==> src/rtl/temp_uart_pkg.sv <==
// Shared constants for the temperature UART reporter: ASCII codes, FSM states, frame length.
// Frame length depends on TEMP_UART_FRAC_EN (adds '.' and the tenth digit).
package temp_uart_pkg;

  localparam logic [7:0] ASCII_PLUS  = 8'h2B;
  localparam logic [7:0] ASCII_MINUS = 8'h2D;
  localparam logic [7:0] ASCII_DOT   = 8'h2E;
  localparam logic [7:0] ASCII_CR    = 8'h0D;
  localparam logic [7:0] ASCII_LF    = 8'h0A;
  localparam logic [7:0] ASCII_ZERO  = 8'h30;

`ifdef TEMP_UART_FRAC_EN
  localparam int unsigned FRAME_LEN = 8;
`else
  localparam int unsigned FRAME_LEN = 6;
`endif

  typedef enum logic [2:0] {
    ST_IDLE,
    ST_LOAD,
    ST_SEND,
    ST_WAIT,
    ST_DONE
  } state_t;

endpackage

==> src/rtl/uart_tx_byte.sv <==
// 8N1 byte transmitter; done pulses during the final cycle of the stop bit so the
// caller can launch the next byte exactly one idle cycle after the stop bit.
module uart_tx_byte #(
  parameter int unsigned CLKS_PER_BIT = 434
) (
  input  logic       clk,
  input  logic       rst,
  input  logic       start,
  input  logic [7:0] data,
  output logic       tx,
  output logic       done
);

  localparam int unsigned CW = $clog2(CLKS_PER_BIT);
  localparam logic [CW-1:0] BAUD_LAST = CW'(CLKS_PER_BIT - 1);

  logic [CW-1:0] baud_q, baud_d;
  logic [3:0]    bit_q, bit_d;
  logic [8:0]    shift_q, shift_d;
  logic          active_q, active_d;
  logic          tx_q, tx_d;
  logic          done_q, done_d;

  always_comb begin
    baud_d   = baud_q;
    bit_d    = bit_q;
    shift_d  = shift_q;
    active_d = active_q;
    tx_d     = tx_q;
    if (!active_q) begin
      if (start) begin
        active_d = 1'b1;
        tx_d     = 1'b0;
        shift_d  = {1'b1, data};
        baud_d   = '0;
        bit_d    = '0;
      end
    end else if (baud_q == BAUD_LAST) begin
      baud_d = '0;
      if (bit_q == 4'd9) begin
        active_d = 1'b0;
        tx_d     = 1'b1;
      end else begin
        bit_d   = bit_q + 4'd1;
        tx_d    = shift_q[0];
        shift_d = {1'b1, shift_q[8:1]};
      end
    end else begin
      baud_d = baud_q + CW'(1);
    end
    // Registered pulse lands on the last cycle of the stop bit.
    done_d = active_d && (bit_d == 4'd9) && (baud_d == BAUD_LAST);
  end

  always_ff @(posedge clk) begin
    if (rst) begin
      baud_q   <= '0;
      bit_q    <= '0;
      shift_q  <= '1;
      active_q <= 1'b0;
      tx_q     <= 1'b1;
      done_q   <= 1'b0;
    end else begin
      baud_q   <= baud_d;
      bit_q    <= bit_d;
      shift_q  <= shift_d;
      active_q <= active_d;
      tx_q     <= tx_d;
      done_q   <= done_d;
    end
  end

  assign tx   = tx_q;
  assign done = done_q;

endmodule

==> src/rtl/temp_uart_report.sv <==
// Snapshots the DS18B20 raw word on a periodic or requested trigger and sends it as
// signed decimal ASCII over UART. TEMP_UART_FRAC_EN adds the ".d" tenth digit.
module temp_uart_report #(
  parameter int unsigned CLK_FREQ  = 50_000_000,
  parameter int unsigned BAUD      = 115200,
  parameter int unsigned REPORT_MS = 1000
) (
  input  logic        clk,
  input  logic        rst,
  input  logic [15:0] temperature,
  input  logic        send_req,
  output logic        uart_tx,
  output logic        busy,
  output logic        frame_done
);

  import temp_uart_pkg::*;

  localparam int unsigned CLKS_PER_BIT = CLK_FREQ / BAUD;
  localparam int unsigned PERIOD       = REPORT_MS * (CLK_FREQ / 1000);
  localparam logic [31:0] PER_LAST     = (PERIOD == 0) ? 32'd0 : 32'(PERIOD - 1);
  localparam logic [2:0]  IDX_LAST     = 3'(FRAME_LEN - 1);

  state_t      state_q;
  logic [31:0] per_q;
  logic [2:0]  idx_q;
  logic [15:0] snap_q;
  logic        neg_q;
  logic [3:0]  hund_q, tens_q, unit_q;
  logic        busy_q, frame_done_q;

  logic        period_hit, tx_start, byte_done;
  logic [7:0]  tx_byte;
  logic [15:0] mag_d;
  logic [6:0]  int_d;

  assign period_hit = (PERIOD != 0) && (per_q == PER_LAST);
  assign tx_start   = (state_q == ST_SEND);

  assign mag_d = snap_q[15] ? (~snap_q + 16'd1) : snap_q;
  assign int_d = mag_d[10:4];

`ifdef TEMP_UART_FRAC_EN
  logic [3:0] tenth_q;
  logic [7:0] frac_x10_d;
  logic       unused_mag;
  assign frac_x10_d = {4'b0, mag_d[3:0]} * 8'd10;
  assign unused_mag = ^{mag_d[15:11], frac_x10_d[3:0]};
`else
  logic unused_mag;
  assign unused_mag = ^{mag_d[15:11], mag_d[3:0]};
`endif

  always_comb begin
    tx_byte = ASCII_LF;
    case (idx_q)
      3'd0: tx_byte = neg_q ? ASCII_MINUS : ASCII_PLUS;
      3'd1: tx_byte = ASCII_ZERO + {4'b0, hund_q};
      3'd2: tx_byte = ASCII_ZERO + {4'b0, tens_q};
      3'd3: tx_byte = ASCII_ZERO + {4'b0, unit_q};
`ifdef TEMP_UART_FRAC_EN
      3'd4: tx_byte = ASCII_DOT;
      3'd5: tx_byte = ASCII_ZERO + {4'b0, tenth_q};
      3'd6: tx_byte = ASCII_CR;
`else
      3'd4: tx_byte = ASCII_CR;
`endif
      default: tx_byte = ASCII_LF;
    endcase
  end

  always_ff @(posedge clk) begin
    if (rst) begin
      state_q      <= ST_IDLE;
      per_q        <= '0;
      idx_q        <= '0;
      snap_q       <= '0;
      neg_q        <= 1'b0;
      hund_q       <= '0;
      tens_q       <= '0;
      unit_q       <= '0;
`ifdef TEMP_UART_FRAC_EN
      tenth_q      <= '0;
`endif
      busy_q       <= 1'b0;
      frame_done_q <= 1'b0;
    end else begin
      frame_done_q <= 1'b0;
      per_q        <= period_hit ? '0 : per_q + 32'd1;
      case (state_q)
        ST_IDLE: begin
          if (send_req || period_hit) begin
            snap_q  <= temperature;
            state_q <= ST_LOAD;
          end
        end
        ST_LOAD: begin
          neg_q   <= snap_q[15];
          hund_q  <= 4'(int_d / 7'd100);
          tens_q  <= 4'((int_d / 7'd10) % 7'd10);
          unit_q  <= 4'(int_d % 7'd10);
`ifdef TEMP_UART_FRAC_EN
          tenth_q <= frac_x10_d[7:4];
`endif
          idx_q   <= '0;
          state_q <= ST_SEND;
        end
        ST_SEND: begin
          busy_q  <= 1'b1;
          state_q <= ST_WAIT;
        end
        ST_WAIT: begin
          if (byte_done) begin
            if (idx_q == IDX_LAST) begin
              state_q <= ST_DONE;
            end else begin
              idx_q   <= idx_q + 3'd1;
              state_q <= ST_SEND;
            end
          end
        end
        ST_DONE: begin
          busy_q       <= 1'b0;
          frame_done_q <= 1'b1;
          state_q      <= ST_IDLE;
        end
        default: state_q <= ST_IDLE;
      endcase
    end
  end

  uart_tx_byte #(.CLKS_PER_BIT(CLKS_PER_BIT)) u_tx (
    .clk   (clk),
    .rst   (rst),
    .start (tx_start),
    .data  (tx_byte),
    .tx    (uart_tx),
    .done  (byte_done)
  );

  assign busy       = busy_q;
  assign frame_done = frame_done_q;

endmodule

==> config.mk <==
export PLATFORM = sky130hd
export DESIGN_NAME = temp_uart_report
export DESIGN_NICKNAME = d
export VERILOG_FILES = /design/src/rtl/temp_uart_pkg.sv /design/src/rtl/uart_tx_byte.sv /design/src/rtl/temp_uart_report.sv
export SDC_FILE = /design/constraint.sdc
export NUM_CORES = 1
export LEC_CHECK = 0
export ABC_AREA = 1
export CAP_MARGIN = 20
export CORE_ASPECT_RATIO = 0.7
export CORE_MARGIN = 5
export CORE_UTILIZATION = 23
export DETAILED_ROUTE_END_ITERATION = 10
export MAX_ROUTING_LAYER = met4
export PLACE_DENSITY = 0.35
export RECOVER_POWER = 25
export REMOVE_ABC_BUFFERS = 1
export SLEW_MARGIN = 20
export SYNTH_ARGS = -nofsm -noshare
export SYNTH_HDL_FRONTEND = slang
export SYNTH_SLANG_ARGS = --single-unit
==> constraint.sdc <==
create_clock -name clk -period 3.1 [get_ports clk]
set_input_delay 0.31 -clock clk [delete_from_list [all_inputs] [get_ports clk]]
set_output_delay 0.31 -clock clk [all_outputs]
set_load 0.02 [all_outputs]
==> flow_metrics.py, run 1 <==
metrics = {
    "global_route": {
        "grt-ovfl-total": 0,
        "antenna_found_initial": 0,
        "grt_pass1_wl_mm": 18.9,
        "grt_start_max_net_pins": 25,
        "grt_pass1_vias": 3934,
        "grt_util_all_layers_pct": 10.3,
    },
    "setup_path": {
        "cp-start-kind": "flop",
        "regToRegStartpoint": "snap_q[0]$_SDFFE_PP0P_",
        "r2r_end": "tens_q[3]$_SDFFE_PP0N_",
        "required_ns": 3.36,
        "crit_path_max_fanout": 6,
        "reg2reg_depth": 25,
        "crit_path_start": "snap_q[0]$_SDFFE_PP0P_",
        "reg2reg_setup_slack_ns": 0.31,
        "worst-setup-path-type": "flop to flop",
        "arrival_ns": 3.05,
        "endpoint_kind": "flop",
    },
    "sta": {
        "hold_viol_final": 0,
        "slew_headroom_pct": 64.8,
        "post-route-min-period_ns": 2.79,
        "rsz0062_at_grt": "no",
        "finalMaxSlewViolations": 0,
        "post-route-period-util_pct": 89.9,
        "fmax_mhz": 359,
        "tns_ns": 0,
        "setup_viol": 0,
        "tightest_slew_ns": 0.527,
        "finalClockSkew_ns": 0.00880,
    },
    "clock_tree": {
        "path_clk_slew_ns": 0.06,
        "root_buffer": "clkbuf_16",
        "clock_latency_ns": 0.34,
        "cts_tree": "yes",
        "cts.path.max_buffers": 2,
        "numCtsBuffers": 9,
        "clkSinkCount": 86,
        "htreeDepth": 3,
    },
    "placed_design": {
        "port_buffers": 17,
        "post-dp-hpwl_mm": 8.44,
        "gp_congestion": 0.791,
        "placed_cell_area_mm2": 0.00516,
    },
    "hold_path": {
        "hp-start": "per_q[0]$_SDFF_PP0_",
        "holdPathEnd": "per_q[0]$_SDFF_PP0_",
        "hold_class": "flop to flop",
        "hold_depth": 1,
    },
    "die": {
        "rows": 43,
        "fp.dieH_um": 129,
        "coreArea_mm2": 0.0198,
        "io_pins": 22,
        "start_util_pct": 23.4,
        "dieArea_mm2": 0.0231,
        "die_x_um": 180,
    },
    "finish": {
        "fin_nets": 706,
        "mostFrequentLayoutCells": "nand2_1, inv_1, dfxtp_1, nor2_1, a21oi_1",
        "design_area_mm2": 0.00547,
        "layout_commonest_cell": "nand2_1",
        "area_growth_pct": 18.0,
        "n_antenna_cell": 0,
        "drive_gt1_share_pct": 13.8,
    },
    "pwr": {
        "power_frac_comb_pct": 28.3,
        "sequentialPowerShare_pct": 39.3,
        "power.density_mw_per_mm2": 567,
        "p_leak_nw": 2.17,
        "power_frac_clock_pct": 32.4,
        "peakVddDrop_v": 0.000199,
        "swShare_pct": 33.8,
        "p_sw_w": 0.00105,
        "internal-power_w": 0.00205,
    },
    "route": {
        "vias": 4093,
        "via_per_inst": 4.31,
        "wirelength_mm": 11.0,
        "drtIter0Drc": 136,
        "firstDrtPassIters": 4,
        "drtAntennaViolNets": 0,
        "post-route-drc-count": 0,
        "wl_per_cell_um": 11.6,
    },
    "synthesis": {
        "ys_types": 50,
        "ys_async_sr_fraction_pct": 0,
        "yosys_warnings": 0,
        "syn_area_mm2": 0.00463,
        "synthCells": 649,
        "syn_area_per_cell_um2": 7.14,
        "ys.flop_type": "dfxtp_1",
        "synth_edf_count": 0,
        "synth_seq_cells": 86,
        "synth_seq_area_share_pct": 37.1,
    },
    "outcome": {
        "status": "complete, no violations",
    },
    "run": {
        "cap_violations": 0,
    },
}
power by group through the flow:
| stage | Clock (W) | Combinational, W | Sequential (W) |
|---|---|---|---|
| floorplan | 0 | 0.000653 | 0.00123 |
| global placement | 0 | 0.000850 | 0.00124 |
| detailed placement | 0 | 0.000855 | 0.00124 |
| CTS | 0.00105 | 0.000859 | 0.00122 |
| global route | 0.00109 | 0.00102 | 0.00123 |
| finish | 0.00100 | 0.000877 | 0.00122 |
layout make-up:
type	instances	area, um2
clock buffer	12	246
timing repair buffer	27	238
multi-input combinational	441	2490
clock inverter	4	22.5
tap	270	338
fill	2193	14300
sequential	86	1720
inverter	109	409
how the worst max path moves through the flow:
stage	slack, ns	end
2_1_floorplan	0.60	unit_q[1]$_SDFFE_PP0N_
3_3_place_gp	0.33	tens_q[3]$_SDFFE_PP0N_
3_5_place_dp	0.27	tens_q[3]$_SDFFE_PP0N_
4_1_cts	0.26	tens_q[3]$_SDFFE_PP0N_
5_1_grt	0.001	tens_q[1]$_SDFFE_PP0N_
6_report	0.31	tens_q[3]$_SDFFE_PP0N_
logic make-up (layout without fill, tap and decap cells):
logic type / count (synthesis) / count (layout) / synth area share [%]
XOR/XNOR: 11 / 11 / 2.08
AO/OA/AOI/OAI: 128 / 128 / 16.0
flip-flops: 86 / 86 / 37.1
buffers and inverters: 122 / 152 / 9.94
AND/OR/NAND/NOR: 289 / 289 / 31.3
adder cells (fa/ha/maj): 13 / 13 / 3.51
state kept, by name, indices dropped and copies added, names as in the netlist, 4 cells and up:
signal and flops:
unit_q 4, u_tx.shift_q 8, u_tx.baud_q 9, snap_q 12, per_q 32, tens_q 4, u_tx.bit_q 4
Yosys cell counts, drive strengths merged, types with 6 or more instances:
library cell | number | area, um2
dfxtp | 86 | 1720
ha | 13 | 163
xor2 | 9 | 78.8
nand4 | 12 | 81.3
o21ai | 47 | 243
clkbuf | 10 | 37.5
nor3 | 14 | 85.1
a21oi | 52 | 264
nand2 | 129 | 547
nor2 | 73 | 343
nand3 | 47 | 260
nor4 | 6 | 58.8
inv | 107 | 402
worst max-delay path, cell delays in order (launching register included):
cell      delay (ns)
dfxtp_1         0.31
nor2_2          0.15
nand3_1         0.10
nand2_2         0.10
nand2_1         0.05
nand2_1         0.09
nand2_4         0.09
nor2_4          0.17
nand2_4         0.07
nand3_1         0.08
nand2_2         0.09
nand2_4         0.11
nand2_1         0.06
nand3_2         0.08
nand2_2         0.06
nand2_2         0.11
nand2_2         0.07
nand2_1         0.06
inv_1           0.05
ha_1            0.19
nand3b_4        0.18
nand4_1         0.09
nand2_1         0.09
nand2_1         0.07
nand2_1         0.05
a21oi_1         0.13
per-layer routing:
layer,global-route usage [%],wire length [um]
met4,3.27,140
met3,2.20,295
met1,14.3,6120
met5,-,0
met2,14.8,4480
per-stage QoR:
| stage | cells | utilization (%) | hold slack, ns | setup slack (ns) | total power, W |
|---|---|---|---|---|---|
| CTS | 948 | 27.4 | 0.457 | 0.265 | 0.00312 |
| floorplan | 636 | - | 0.379 | 0.596 | 0.00189 |
| detailed placement | 932 | 26.1 | 0.445 | 0.274 | 0.00210 |
| global placement | 932 | 26.1 | 0.434 | 0.326 | 0.00209 |
| global route | 949 | 27.6 | 0.477 | 0.000989 | 0.00334 |
| finish | 949 | 27.6 | 0.454 | 0.314 | 0.00310 |
what timing repair did:
| action | 4_1_cts | 5_1_grt |
|---|---|---|
| setup buffers | 0 | 1 |
| setup endpoints to repair | 0 | 4 |
| gates resized for setup | 0 | 11 |
| hold buffers | 0 | 0 |
No activity file was read; power rests on OpenSTA's default activity.
==> run 2, diff against run 1 <==
--- a/config.mk
+++ b/config.mk
@@ -7,7 +7,7 @@
 export LEC_CHECK = 0
 export ABC_AREA = 1
 export CAP_MARGIN = 20
-export CORE_ASPECT_RATIO = 0.7
+export CORE_ASPECT_RATIO = 1.4
 export CORE_MARGIN = 5
 export CORE_UTILIZATION = 23
 export DETAILED_ROUTE_END_ITERATION = 10
==> flow_metrics.py, run 2 (synthesis results as in run 1) <==
metrics = {
    "outcome": {
        "status": "complete, no violations",
    },
    "run": {
        "cap_violations": 0,
    },
    "sta": {
        "rsz0062_at_grt": "no",
        "post-route-min-period_ns": 2.76,
        "fmax_mhz": 362,
        "tightest_slew_ns": 1.06,
        "hold_viol_final": 0,
        "slew_headroom_pct": 28.8,
        "finalMaxSlewViolations": 0,
        "setup_viol": 0,
        "post-route-period-util_pct": 89.1,
        "finalClockSkew_ns": 0.00738,
        "holdWs_ns": 0.451,
        "tns_ns": 0,
    },
    "global_route": {
        "grt_pass1_wl_mm": 19.5,
        "grt_pass1_vias": 4138,
        "grt_util_all_layers_pct": 10.8,
        "grt-ovfl-total": 0,
        "grt_start_max_net_pins": 29,
        "antenna_found_initial": 0,
    },
    "finish": {
        "top_regs": "per_q: 32 flops, snap_q: 12 flops, u_tx.baud_q: 9 flops",
        "layout_commonest_cell": "nand2_1",
        "n_antenna_cell": 0,
        "largest_register_ffs": 32,
        "mostFrequentLayoutCells": "nand2_1, inv_1, dfxtp_1, nor2_1, a21oi_1",
        "regMostFlops": "per_q",
        "nFillCells": 2243,
        "multi_input_area_mm2": 0.00254,
        "drive_gt1_share_pct": 15.7,
        "fin_nets": 704,
        "regArea_mm2": 0.00173,
        "area_growth_pct": 19.1,
    },
    "clock_tree": {
        "cts_tree": "yes",
        "root_buffer": "clkbuf_16",
        "cts.path.max_buffers": 2,
        "clkSinkCount": 86,
        "htreeDepth": 3,
        "clock_latency_ns": 0.35,
        "ctsHoldBuffers": 0,
        "numCtsBuffers": 9,
        "path_clk_slew_ns": 0.06,
    },
    "die": {
        "dieArea_mm2": 0.0231,
        "io_pins": 22,
        "rows": 61,
        "die_x_um": 130,
        "fp.dieH_um": 178,
        "start_util_pct": 23.4,
        "coreArea_mm2": 0.0198,
    },
    "placed_design": {
        "port_buffers": 17,
        "post-dp-hpwl_mm": 8.52,
        "gp_congestion": 0.822,
    },
    "pwr": {
        "swShare_pct": 33.6,
        "peakVddDrop_v": 0.000300,
        "power_frac_clock_pct": 34.4,
        "internal-power_w": 0.00215,
        "power_frac_comb_pct": 27.9,
        "sequentialPowerShare_pct": 37.7,
        "p_sw_w": 0.00109,
        "p_leak_nw": 2.19,
        "power.density_mw_per_mm2": 586,
    },
    "setup_path": {
        "regToRegStartpoint": "snap_q[1]$_SDFFE_PP0P_",
        "worst-setup-path-type": "flop to flop",
        "endpoint_kind": "flop",
        "slowest_stage": "dfxtp_2",
        "crit_chain": "nor2_4 > nand3_1 > nand2_2 > nand4_1 > nand2_4 > nand2_2 > nand3_1 > nand2_2 > nand2_4 > nand2_2 > nand2_2 > inv_2 > nand2_2 > nand2_4 > nand2_2 > nand2_1 > inv_1 > ha_2 > nand3b_4 > nand4_1 > nand2_1 > nand2_1 > nand2_1 > a21oi_1",
        "arrival_ns": 2.99,
        "required_ns": 3.33,
        "crit_path_max_fanout": 6,
        "crit_top_cell": "nand2_2",
        "crit_path_start": "snap_q[1]$_SDFFE_PP0P_",
        "cp-start-kind": "flop",
        "cpPeakStageDelay_ns": 0.34,
    },
    "hold_path": {
        "hold_class": "flop to flop",
        "hp-start": "per_q[0]$_SDFF_PP0_",
    },
    "route": {
        "via_per_inst": 4.43,
        "drtIter0Drc": 185,
        "vias": 4113,
        "wirelength_mm": 11.3,
        "wl_per_cell_um": 12.2,
        "drtAntennaViolNets": 0,
        "post-route-drc-count": 0,
        "firstDrtPassIters": 4,
    },
}
## run 2: layer usage
layer / GRT usage, % / wire [um] / vias up
li1: - / - / 2168
met1: 12.5 / 5050 / 1883
met2: 18.0 / 5660 / 37
met3: 1.84 / 260 / 25
met4: 5.59 / 371 / 0
met5: - / 0 / -
## run 2: power groups by stage
stage / combinational [W] / clock (W) / sequential, W
final: 0.000902 / 0.00111 / 0.00122
after global routing: 0.00104 / 0.00120 / 0.00123
after CTS: 0.000853 / 0.00116 / 0.00122
after detailed placement: 0.000846 / 0 / 0.00124
after global placement: 0.000843 / 0 / 0.00124
after floorplan: 0.000653 / 0 / 0.00123
## run 2: final cells by class
| type | instances | share of cell area [%] |
|---|---|---|
| inverters | 109 | 7.41 |
| repair buffers | 25 | 4.10 |
| flip-flops and latches | 86 | 31.3 |
| clock buffers | 10 | 4.33 |
| well taps | 252 | 5.71 |
| multi-input cells | 441 | 46.1 |
| clock inverters | 6 | 1.11 |
## run 2: what timing repair did
action,in CTS,in global routing
resized for setup,0,28
buffers inserted,0,3
endpoints found under the setup margin,0,5
## run 2: path summary, 6_finish.rpt
check,endpoint,slack [ns],cells after the start
worst max-delay path,tens_q[3]$_SDFFE_PP0N_,0.34,24
worst min-delay path,per_q[0]$_SDFF_PP0_,0.45,1
worst max register to register,tens_q[3]$_SDFFE_PP0N_,0.34,24
worst min register to register,per_q[0]$_SDFF_PP0_,0.45,1
## run 2: worst max-delay path, delay by kind of cell, from the launching register on
kind	cells	cell delay, ns
and+or+nand+nor	20	1.95
DFF	1	0.34
adders and majority gates	1	0.17
buffers and inverters	2	0.11
AOI/OAI and AO/OA	1	0.06
## run 2: per-stage QoR
| stage | cells | setup slack (ns) | utilization [%] | total power [W] | instance area [um2] |
|---|---|---|---|---|---|
| floorplan | 636 | 0.596 | - | 0.00189 | 4580 |
| global route | 929 | 0.00143 | 27.8 | 0.00347 | 5520 |
| finish | 929 | 0.339 | 27.8 | 0.00324 | 5520 |
| detailed placement | 910 | 0.250 | 25.7 | 0.00209 | 5110 |
| CTS | 926 | 0.228 | 27.2 | 0.00323 | 5410 |
| global placement | 910 | 0.269 | 25.7 | 0.00208 | 5110 |
==> run 3, diff against run 2 <==
--- a/config.mk
+++ b/config.mk
@@ -11,6 +11,7 @@
 export CORE_MARGIN = 5
 export CORE_UTILIZATION = 23
 export DETAILED_ROUTE_END_ITERATION = 10
+export GPL_TIMING_DRIVEN = 1
 export MAX_ROUTING_LAYER = met4
 export PLACE_DENSITY = 0.35
 export RECOVER_POWER = 25
==> constraint.sdc (replaced) <==
create_clock -name clk -period 3.6 [get_ports clk]
set_input_delay 0.36 -clock clk [delete_from_list [all_inputs] [get_ports clk]]
set_output_delay 0.36 -clock clk [all_outputs]
set_load 0.02 [all_outputs]
==> flow_metrics.py, run 3 (synthesis results as in run 1) <==
metrics = {
    "clock_tree": {
        "htreeDepth": 3,
        "ctsHoldBuffers": 0,
        "clkSinkCount": 86,
        "post_cts_buffers": 0,
        "cts.path.max_buffers": 2,
        "path_clk_slew_ns": 0.06,
        "post_cts_resized": 0,
        "cts_tree": "yes",
        "clock_latency_ns": 0.35,
        "root_buffer": "clkbuf_16",
        "numCtsBuffers": 9,
    },
    "pwr": {
        "internal-power_w": 0.00189,
        "peakVddDrop_v": 0.000279,
        "p_sw_w": 0.000898,
        "sequentialPowerShare_pct": 37.6,
        "p_leak_nw": 2.15,
        "swShare_pct": 32.2,
        "power_frac_clock_pct": 36.9,
        "power_frac_comb_pct": 25.5,
        "power.density_mw_per_mm2": 516,
    },
    "setup_path": {
        "crit_top_cell": "nand2_1",
        "crit_buf_inv": 3,
        "crit_path_max_fanout": 11,
        "worst-setup-path-type": "flop to flop",
        "crit_chain": "nand2_1 > nand2_1 > nand2_1 > nand2_2 > inv_1 > o21ai_2 > nand2_1 > nand2_4 > nand2_2 > nand2_2 > inv_2 > nand2_2 > nand2_2 > nand2_2 > nand2_1 > inv_1 > ha_1 > nand3b_4 > nand4_1 > nand2_1 > nand2_1 > nand2_1 > a21oi_1",
        "path_delay_family": "simple AND/OR/NAND/NOR gates",
        "slowest_stage": "dfxtp_1",
        "cp-start-kind": "flop",
        "required_ns": 3.77,
        "cpPeakStageDelay_ns": 0.54,
        "arrival_ns": 3.12,
        "worstSetupPathDepth": 23,
        "reg2reg_depth": 23,
        "endpoint_kind": "flop",
    },
    "die": {
        "start_util_pct": 23.4,
        "io_pins": 22,
        "dieArea_mm2": 0.0231,
        "die_x_um": 130,
        "rows": 61,
        "fp.dieH_um": 178,
        "coreArea_mm2": 0.0198,
    },
    "global_route": {
        "grt_util_all_layers_pct": 10.6,
        "antenna_found_initial": 0,
        "grt_pass1_vias": 4050,
        "grt_pass1_wl_mm": 19.1,
        "grt-ovfl-total": 0,
        "grt_start_max_net_pins": 29,
    },
    "finish": {
        "layout_commonest_cell": "nand2_1",
        "area_growth_pct": 16.6,
        "top_regs": "per_q: 32 flops, snap_q: 12 flops, u_tx.baud_q: 9 flops",
        "largest_register_ffs": 32,
        "fin_nets": 699,
        "drive_gt1_share_pct": 12.1,
        "final_cells": 924,
        "n_antenna_cell": 0,
        "nFillCells": 2210,
        "mostFrequentLayoutCells": "nand2_1, inv_1, dfxtp_1, nor2_1, a21oi_1",
        "regMostFlops": "per_q",
    },
    "route": {
        "drtAntennaViolNets": 0,
        "firstDrtPassIters": 4,
        "drtIter0Drc": 197,
        "post-route-drc-count": 0,
        "vias": 4045,
        "via_per_inst": 4.38,
        "wl_per_cell_um": 11.8,
        "wirelength_mm": 10.9,
    },
    "hold_path": {
        "hold_depth": 1,
        "hold_class": "flop to flop",
    },
    "sta": {
        "setup_viol": 0,
        "slew_headroom_pct": 17.6,
        "post-route-min-period_ns": 2.95,
        "finalClockSkew_ns": 0.0101,
        "post-route-period-util_pct": 81.9,
        "tns_ns": 0,
        "fmax_mhz": 339,
        "rsz0062_at_grt": "no",
        "tightest_slew_ns": 1.24,
        "finalMaxSlewViolations": 0,
        "hold_viol_final": 0,
    },
    "placed_design": {
        "place_inst": 908,
        "port_buffers": 17,
        "gp_congestion": 0.797,
        "post-dp-hpwl_mm": 8.36,
    },
    "run": {
        "cap_violations": 0,
    },
    "outcome": {
        "status": "complete, no violations",
    },
}
[run 3: path summary, 6_finish.rpt]
check | startpoint | to | slack (ns)
worst max-delay path | snap_q[15]$_SDFFE_PP0P_ | tens_q[3]$_SDFFE_PP0N_ | 0.65
worst min-delay path | per_q[0]$_SDFF_PP0_ | per_q[0]$_SDFF_PP0_ | 0.45
worst max register to register | snap_q[15]$_SDFFE_PP0P_ | tens_q[3]$_SDFFE_PP0N_ | 0.65
worst min register to register | per_q[0]$_SDFF_PP0_ | per_q[0]$_SDFF_PP0_ | 0.45
[run 3: power groups by stage]
stage | Sequential [W] | Clock [W] | Combinational [W]
2_1_floorplan | 0.00106 | 0 | 0.000563
3_3_place_gp | 0.00107 | 0 | 0.000723
3_5_place_dp | 0.00107 | 0 | 0.000727
4_1_cts | 0.00105 | 0.00106 | 0.000730
5_1_grt | 0.00106 | 0.00110 | 0.000837
6_report | 0.00105 | 0.00103 | 0.000711
[run 3: final cells by class]
class / count / area [um2] / area share, %
clock buffer: 11 / 243 / 4.49
tap: 252 / 315 / 5.84
timing repair buffer: 20 / 185 / 3.43
inverter: 109 / 409 / 7.57
sequential: 86 / 1720 / 31.9
clock inverter: 5 / 82.6 / 1.53
multi-input combinational: 441 / 2450 / 45.3
[run 3: stage by stage]
stage | hold slack, ns | total power, W | utilization, % | setup slack, ns | cell area (um2)
6_report | 0.454 | 0.00279 | 27.2 | 0.653 | 5400
3_3_place_gp | 0.434 | 0.00179 | 25.7 | 0.697 | 5090
5_1_grt | 0.490 | 0.00300 | 27.2 | 0.229 | 5400
3_5_place_dp | 0.447 | 0.00180 | 25.7 | 0.678 | 5090
4_1_cts | 0.455 | 0.00284 | 27.3 | 0.659 | 5420
2_1_floorplan | 0.418 | 0.00162 | - | 1.10 | 4580
[run 3: metal layers]
metal  vias up  track usage (%)  part of all wire, %
li1       2164                -                    -
met1      1843             12.2                   46
met2        27             18.2                   51
met3        11             1.87                  1.8
met4         0             4.07                  1.7
met5         -                -                    0
==> edit (flow settings as in run 2) <==
The 5 states of `state_t` get a one-hot encoding in 5 bits.
--- a/src/rtl/temp_uart_pkg.sv
+++ b/src/rtl/temp_uart_pkg.sv
@@ -16,10 +16,10 @@
 `endif
 
-  typedef enum logic [2:0] {
-    ST_IDLE,
-    ST_LOAD,
-    ST_SEND,
-    ST_WAIT,
-    ST_DONE
+  typedef enum logic [4:0] {
+    ST_IDLE = 5'b00001,
+    ST_LOAD = 5'b00010,
+    ST_SEND = 5'b00100,
+    ST_WAIT = 5'b01000,
+    ST_DONE = 5'b10000
   } state_t;
 
Function: no difference found for any inputs over 10 cycles, from zero or initial values and one cycle with rst high; not proved beyond that.
==> edit against run 2 <==
Via count up 5.3%; total power increased by 26%; global-route usage up 0.41 points; sequential power up 5%; clock power hardly changed; setup slack worse by 77 ps; maximum frequency shrank 2.7%; critical endpoint is now per_q[28]; area after synthesis is 0.43% higher; largest cell class unchanged; first-iteration DRC count shrank 25%; wire length up 5.7%; cell area increased by 4.1%; sequential cell count rose by 2; die area increased by 0.41%.
==> edit: results (changes against run 2) <==
* Slowest cell on the critical path: dfxtp_4
* Worst-path maximum fanout at 3 (-3)
* Total Routed Length at 11.98 mm (+5.7%)
* Drt first pass iters at 4 (unchanged)
* Post-cts resize count at 2 (+2)
* CTS max path bufs at 2 (unchanged)
* Worst-margin pin slew at 467.4 ps (-591.3 ps)
* Via density at 4.449 (+0.48%)
* Worst-Skew Late Latency at 340 ps
* CP Class: reg -> reg
* Hold Path Cell Cnt at 2 (+1)
* Fillers at 2157 (-3.8%)
* DP Area at 5191 µm² (+1.7%)
* DRT iter0 DRCs at 138 (-25%)
* Hold EP: busy
* # port buffers at 17 (unchanged)
* Final #Nets at 749 (+6.4%)
* Vias in the first global route at 4431 (+7.1%)
* Yosys Warn Count at 0 (unchanged)
* Min-delay src: busy
* FF-to-FF Start: per_q[0]
* Initial antenna violation count at 0 (unchanged)
* Antenna diodes at 0 (unchanged)
* Avg Cell Area, Syn at 6.896 µm² (-3.4%)
* First-pass GRT wire length at 20.54 mm (+5.3%)
* Layout cell share with drive strength beyond 1 at 14.40% (-1.3 points)
* CTS buffer count at 9 (unchanged)
* R2r worst-path depth at 17 (-29%)
* DP HPWL at 8.841 mm (+3.7%)
* Crit path to: per_q[28]
* GP Congestion at 0.7938 (-3.4%)
* CTS H-tree lvls at 3 (unchanged)
* Critical Path AT at 3070 ps (+80 ps)
* Root Buffer: clkbuf_16
* Largest cells by area after synthesis: dfxtp_1 (38%), nand2_1 (11%), inv_1 (8.6%), nor2_1 (6.7%), o21ai_0 (4.2%)
* R2R Setup Slk at 260 ps (-80 ps)
* Number of synthesized flops with an enable pin at 0 (unchanged)
* Synth Flop Type: dfxtp_1
* Synth unique cells at 42 (-16%)
* Final Skew at 6.226 ps (-1.153 ps)
* Peak VDD IR at 0.4087 mV (+36%)
* Post CTS Setup Buffer Count at 0 (unchanged)
* Ys async rst share at 0% (unchanged)
* Critical Path Max Stage Delay at 370 ps (+30 ps)
* Pleak at 0.002341 µW (+6.9%)
* Top Family by Delay on Critical Path: simple AND/OR/NAND/NOR gates
* Post-synthesis sequential area ratio at 37.85% (+0.70 points)
* Wirelength per Cell at 12.30 µm (+0.81%)
* Most common library cells after synthesis: nand2_1 (133), inv_1 (107), dfxtp_1 (88), nor2_1 (83), o21ai_0 (39)
* Biggest regs: per_q: 32 flops, snap_q: 12 flops, u_tx.baud_q: 9 flops
* Tightest Hold Check Type: reg -> reg
* Clk slew on worst S/H paths at 70 ps
* Cells after DPL at 945 (+3.8%)
* Largest net degree at the start of global routing at 29 (unchanged)
* Status: finished, final reports clean
* Total GRT Usage at 11.24% (+0.41 points)
[edit: cell types whose count changed after synthesis, sizes merged, moves of 3 or more]
cell | before | now
nor4 | 6 | 13
nor3b | 3 | 6
o211ai | 5 | 8
nand4 | 12 | 17
nor3 | 14 | 18
nand2 | 129 | 140
nor2 | 73 | 90
a21oi | 52 | 35
xor2 | 9 | 15
nand3 | 47 | 37
o21ai | 47 | 41
[edit: metrics by stage]
stage	utilization [%]	power [µW]	TNS [ps]	hold WS [ps]	setup WS, ps
2_1_floorplan	-	2316	0	379.1	465.2
6_report	28.85	4072	0	464.6	262.0
5_1_grt	28.85	4475	-52.77	504.8	-38.83
3_5_place_dp	26.06	2727	0	454.4	20.49
3_3_place_gp	26.06	2714	0	441.9	49.06
4_1_cts	27.58	3875	0	470.7	81.44
[edit: logic make-up (layout without fill, tap and decap cells)]
logic type	Yosys count	in the layout	synth area share (%)
flops	88	88	37.85
buf+inv	123	170	9.946
simple gates	332	332	33.04
fa+ha+maj	13	13	3.495
compound gates	104	104	12.85
xor+xnor	15	15	2.823
[edit: area by class of cell]
cell class / count / area, µm² / area share (%)
inverters: 111 / 420.4 / 7.315
repair buffers: 43 / 361.6 / 6.292
multi-input cells: 464 / 2580 / 44.89
clock inverters: 7 / 72.57 / 1.263
clock buffers: 9 / 225.2 / 3.919
well taps: 252 / 315.3 / 5.487
flip-flops and latches: 88 / 1772 / 30.83
[edit: where the power goes]
group,switching [µW],internal [µW]
Sequential,71.2,1210
Clock,485,624
Combinational,1000,678
Total,1560,2510
[edit: layer usage]
| layer | global-route usage, % | part of all wire [%] |
|---|---|---|
| met3 | 2.067 | 1.7 |
| met4 | 3.986 | 1.2 |
| met2 | 19.97 | 52 |
| met1 | 12.44 | 45 |
| met5 | - | 0 |
